[src/rtl/rd_pkg.sv]
// Shared definitions for the configuration readback controller: state encodings,
// LED codes and the default configuration byte count shared with the write side.
package rd_pkg;

    localparam int N_BYTES_DEF = 11;
    localparam int CNT_W_DEF   = 4;

    // Encodings double as the LED codes, so decode is a straight copy for legal states.
    typedef enum logic [2:0] {
        ST_START     = 3'b001,
        ST_LOAD      = 3'b010,
        ST_SEND      = 3'b011,
        ST_WAIT_ACK  = 3'b100,
        ST_WAIT_DONE = 3'b101,
        ST_DONE      = 3'b110
    } rd_state_t;

    localparam logic [2:0] LED_START     = 3'b001;
    localparam logic [2:0] LED_LOAD      = 3'b010;
    localparam logic [2:0] LED_SEND      = 3'b011;
    localparam logic [2:0] LED_WAIT_ACK  = 3'b100;
    localparam logic [2:0] LED_WAIT_DONE = 3'b101;
    localparam logic [2:0] LED_DONE      = 3'b110;
    localparam logic [2:0] LED_ILLEGAL   = 3'b111;

endpackage

[src/rtl/rd_control_shift.sv]
// Byte-wide shift register holding the captured configuration snapshot.
// Parallel load, left shift by one byte, and exposes the top two bytes.
module rd_control_shift #(
    parameter int N_BYTES = 11
) (
    input  logic                 clk,
    input  logic                 rst,
    input  logic                 i_load,
    input  logic                 i_shift,
    input  logic [8*N_BYTES-1:0] i_data,
    output logic [7:0]           o_top,
    output logic [7:0]           o_next
);

    localparam int W = 8 * N_BYTES;

    logic [W-1:0] r_data;

    generate
        if (N_BYTES > 1) begin : g_multi
            always_ff @(posedge clk or negedge rst) begin
                if (!rst) begin
                    r_data <= '0;
                end else if (i_load) begin
                    r_data <= i_data;
                end else if (i_shift) begin
                    r_data <= {r_data[W-9:0], 8'h00};
                end
            end
            assign o_next = r_data[W-9 -: 8];
        end else begin : g_single
            always_ff @(posedge clk or negedge rst) begin
                if (!rst) begin
                    r_data <= '0;
                end else if (i_load) begin
                    r_data <= i_data;
                end else if (i_shift) begin
                    r_data <= '0;
                end
            end
            assign o_next = 8'h00;
        end
    endgenerate

    assign o_top = r_data[W-1 -: 8];

endmodule

[src/rtl/rd_control.sv]
// Configuration readback controller: snapshots the config bank on request and
// streams it MSB byte first to the UART transmitter via tx_start/tx_busy.
module rd_control
    import rd_pkg::*;
#(
    parameter int N_BYTES = N_BYTES_DEF,
    parameter int CNT_W   = CNT_W_DEF
) (
    input  logic                 clk,
    input  logic                 rst,
    input  logic                 start_rd,
    input  logic [8*N_BYTES-1:0] conf_data,
    input  logic                 tx_busy,
    output logic                 tx_start,
    output logic [7:0]           tx_data,
    output logic                 done_rd,
    output logic [2:0]           rd_leds
);

    localparam logic [CNT_W-1:0] LAST_IDX = CNT_W'(N_BYTES - 1);

    rd_state_t        r_state;
    rd_state_t        w_next_state;
    logic [CNT_W-1:0] r_count;
    logic [7:0]       r_tx_data;
    logic [7:0]       w_top;
    logic [7:0]       w_next_byte;
    logic             w_capture;
    logic             w_last;
    logic             w_first_send;
    logic             w_advance;

    assign w_capture    = (r_state == ST_START) && start_rd;
    assign w_last       = (r_count == LAST_IDX);
    assign w_first_send = (r_state == ST_LOAD) && !tx_busy;
    assign w_advance    = (r_state == ST_WAIT_DONE) && !tx_busy && !w_last;

    rd_control_shift #(
        .N_BYTES (N_BYTES)
    ) u_shift (
        .clk     (clk),
        .rst     (rst),
        .i_load  (w_capture),
        .i_shift (w_advance),
        .i_data  (conf_data),
        .o_top   (w_top),
        .o_next  (w_next_byte)
    );

    always_ff @(posedge clk or negedge rst) begin
        if (!rst) begin
            r_state <= ST_START;
        end else begin
            r_state <= w_next_state;
        end
    end

    always_comb begin
        w_next_state = r_state;
        case (r_state)
            ST_START:     if (start_rd) w_next_state = ST_LOAD;
            ST_LOAD:      if (!tx_busy) w_next_state = ST_SEND;
            ST_SEND:      w_next_state = ST_WAIT_ACK;
            ST_WAIT_ACK:  if (tx_busy) w_next_state = ST_WAIT_DONE;
            ST_WAIT_DONE: begin
                if (!tx_busy) begin
                    w_next_state = w_last ? ST_DONE : ST_SEND;
                end
            end
            ST_DONE:      w_next_state = ST_START;
            default:      w_next_state = ST_START;
        endcase
    end

    always_comb begin
        tx_start = 1'b0;
        done_rd  = 1'b0;
        rd_leds  = LED_ILLEGAL;
        case (r_state)
            ST_START:     rd_leds = LED_START;
            ST_LOAD:      rd_leds = LED_LOAD;
            ST_SEND: begin
                rd_leds  = LED_SEND;
                tx_start = 1'b1;
            end
            ST_WAIT_ACK:  rd_leds = LED_WAIT_ACK;
            ST_WAIT_DONE: rd_leds = LED_WAIT_DONE;
            ST_DONE: begin
                rd_leds = LED_DONE;
                done_rd = 1'b1;
            end
            default:      rd_leds = LED_ILLEGAL;
        endcase
    end

    always_ff @(posedge clk or negedge rst) begin
        if (!rst) begin
            r_count <= '0;
        end else if (w_capture) begin
            r_count <= '0;
        end else if (w_advance) begin
            r_count <= r_count + CNT_W'(1);
        end
    end

    // The shift happens on the same edge as the reload, so the next byte is taken one slot down.
    always_ff @(posedge clk or negedge rst) begin
        if (!rst) begin
            r_tx_data <= 8'h00;
        end else if (w_first_send) begin
            r_tx_data <= w_top;
        end else if (w_advance) begin
            r_tx_data <= w_next_byte;
        end
    end

    assign tx_data = r_tx_data;

endmodule
[config.mk]
export PLATFORM = sky130hd
export DESIGN_NAME = rd_control
export DESIGN_NICKNAME = d
export VERILOG_FILES = /design/src/rtl/rd_pkg.sv /design/src/rtl/rd_control_shift.sv /design/src/rtl/rd_control.sv
export SDC_FILE = /design/constraint.sdc
export NUM_CORES = 1
export LEC_CHECK = 0
export ABC_AREA = 1
export CAP_MARGIN = 20
export CORE_ASPECT_RATIO = 0.9
export CORE_MARGIN = 5
export CORE_UTILIZATION = 57
export DETAILED_ROUTE_END_ITERATION = 16
export PLACE_DENSITY_LB_ADDON = 0.15
export REMOVE_ABC_BUFFERS = 1
export SKIP_LAST_GASP = 1
export SYNTH_ARGS = -nofsm -noshare
export SYNTH_HDL_FRONTEND = slang
export SYNTH_SLANG_ARGS = --single-unit
[constraint.sdc]
create_clock -name clk -period 2.7 [get_ports clk]
set_input_delay 0.675 -clock clk [delete_from_list [all_inputs] [get_ports clk]]
set_output_delay 0.675 -clock clk [all_outputs]
set_load 0.05 [all_outputs]
==> results.json <==
{
  "cp_max_fo": 6,
  "die_area_sq_um": 11810,
  "start_util_pct": 57.95,
  "worstMarginPinSlew_ps": 581.3,
  "grt_pass1_vias": 4969,
  "rsz0062_at_grt": "no",
  "critPathCaptureType": "output pin",
  "worst-path-buf-inv": 3,
  "drive_gt1_share_pct": 5.134,
  "io_pins": 105,
  "finalWeightedCongestion": 0.8367,
  "dp.cells": 968,
  "grt_start_max_net_pins": 104,
  "slew_viol_final": 0,
  "cp_slowest_stage_delay_ps": 530,
  "routed_wl_mm": 13.61,
  "ys_warn_count": 0,
  "synth_cells": 781,
  "wl_per_cell_um": 13.84,
  "setup-tns-final_ps": 0,
  "use_met1_pct": 33.58,
  "hp-class": "in2async",
  "drt_iter0_drc": 473,
  "final_cells": 983,
  "cts_buffers": 9,
  "synth_top_area_share_pct": 46.02,
  "cts.sinks": 103,
  "cts_root_buffer": "clkbuf_8",
  "yosysMostFrequentCell": "nand2_1",
  "coreArea_sq_um": 9572,
  "grt_util_met3_pct": 4.198,
  "insertion_delay_ps": 360,
  "via_per_inst": 5.455,
  "filler_cell_count": 807,
  "peakVddDrop_mv": 0.8172,
  "ys_types": 23,
  "grt.busiest_layer": "met2",
  "syn_area_sq_um": 5547,
  "fp.dieH_um": 103.6,
  "hold_viol_final": 0,
  "ctsHoldBuffers": 0,
  "yosysTopAreaCell": "dfrtp_1",
  "power.density_nw_per_um2": 986.6,
  "seq_area_sq_um": 2579,
  "cp_slowest_cell": "dlygate4sd2_1",
  "final_nets": 947,
  "p_leak_nw": 3.718,
  "final_area_sq_um": 6829,
  "utilization_pct": 71.35,
  "synthFlopType": "dfrtp_1",
  "drc_errors": 0,
  "path_cells": "inv_2, nor2_1, nand2_1, inv_1, dlygate4sd2_1",
  "path_clk_slew_ps": 90,
  "dp_hpwl_mm": 8.760,
  "syn2layout_area_growth_pct": 23.12,
  "grt_use_total_pct": 23.81,
  "yosys-top-cells-count": "nand2_1, nand3_1, dfrtp_1, buf_2, inv_1",
  "yosysSeqAreaShare_pct": 46.49,
  "synth_edf_count": 0,
  "worstSetupPathType": "reg2out",
  "relSlewSlack_pct": 61.24,
  "grt_first_pass_wirelength_mm": 23.54,
  "clock_path_buffers": 2,
  "num_rows": 34,
  "cp.arrival_ps": 1840,
  "first_pass_iters": 5,
  "status": "complete, no violations",
  "place_area_sq_um": 6624,
  "multiInputGateArea_sq_um": 2599,
  "startpoint_type": "flop",
  "tritoncts": "done",
  "period_minus_slack_ps": 2519,
  "synth_seq_cells": 103,
  "synthTopCellsByArea": "dfrtp_1, nand2_1, nand3_1",
  "port_buffers": 104,
  "async_flop_share_pct": 100.0,
  "critical_path.top_delay_family": "buffers and inverters",
  "chipWidth_um": 114.0,
  "gr-usage-met2_pct": 38.42,
  "final-setup-viol-count": 0,
  "antenna_found_initial": 0,
  "drv_cap": 0,
  "fmax_ghz": 0.3969,
  "cp.required_ps": 2030,
  "num_vias": 5362,
  "fin_skew_ps": 12.49,
  "htree_levels": 3,
  "ant_nets": 0,
  "synth.avg_cell_area_sq_um": 7.102,
  "post-route-period-util_pct": 93.31,
  "diodes": 0,
  "grt.overflow.total": 0
}
layer usage:
metal  up-vias  share of wire [%]  routed length, um
met5         -                  0                  0
met4         0                1.0                137
met3        14                6.3                856
met2       187                 49               6649
met1      2525                 44               5964
li1       2636                  -                  -
worst register-to-register path, stage by stage, from the launching register on:
cell     delay (ps)
dfrtp_1         530
nor2_4          210
nand3_4         410
inv_2           500
nor2_1           90
nand2_1          80
nand2_1          50
cells by family after synthesis:
| logic type | share of synthesized area, % |
|---|---|
| compound gates | 0.2706 |
| xor+xnor | 0.1579 |
| fa+ha+maj | 0.4511 |
| buf+inv | 6.654 |
| flops | 46.49 |
| simple gates | 45.97 |
through the flow:
stage | power [mW] | setup WS [ps] | hold WS (ps)
floorplan | 4.667 | 62.04 | 379.4
global placement | 5.595 | 380.9 | 480.5
detailed placement | 5.745 | 308.8 | 483.7
CTS | 6.774 | 188.9 | 393.8
global route | 7.317 | 78.29 | 393.6
finish | 6.738 | 180.6 | 346.4
layout make-up:
cell class	instances	share of cell area [%]
flip-flops and latches	103	37.76
well taps	126	2.309
clock buffers	9	1.814
inverters	20	1.099
repair buffers	115	17.70
clock inverters	6	1.264
multi-input cells	604	38.05
registers in the layout, indices dropped and copies added, names as in the netlist:
register and cells:
r_count 4, r_state 3, tx_data 8, u_shift.r_data 88
where the power goes:
group          total, mW  internal (mW)  leakage (nW)  switching (mW)
combinational       3.14           1.14          2.27            2.00
clock               1.04          0.516         0.105           0.519
sequential          2.56           2.17          1.34           0.392
total               6.74           3.83          3.72            2.91
cells in the final DEF (no fill, tap or decap):
cell type / count
nand4_1: 1
nand3_2: 2
xor2_1: 1
o21ai_1: 2
clkinv_4: 1
buf_12: 8
nand2_2: 1
nand2_1: 385
inv_2: 3
nor2_1: 12
dlygate4sd2_1: 4
ha_1: 2
dfstp_2: 1
clkinv_2: 2
buf_2: 1
nand3_1: 189
clkinvlp_4: 1
nor2_2: 3
dfrtp_1: 102
buf_4: 5
bufinv_16: 2
clkdlybuf4s50_1: 97
inv_1: 17
nand2_4: 2
a21oi_1: 1
clkbuf_8: 9
nor2_4: 2
nand3_4: 1
timing repair:
item / CTS / global route
hold endpoints to repair: 0 / 0
buffers inserted: 0 / 0
endpoints found under the setup margin: 4 / 0
gates resized for setup: 4 / 0
path summary, 6_finish.rpt:
check | endpoint | slack (ps) | depth (start not counted) | start
setup / recovery | tx_start | 180 | 5 | r_state[1]
hold / removal | u_shift.r_data[78] | 350 | 2 | rst
setup reg to reg | r_count[3] | 730 | 6 | r_state[2]
hold reg to reg | u_shift.r_data[70] | 500 | 2 | u_shift.r_data[62]
max in group asynchronous | u_shift.r_data[27] | 1880 | 2 | rst
min in group clk | u_shift.r_data[70] | 500 | 2 | u_shift.r_data[62]
Note: power is estimated with default switching activity, not from simulation.
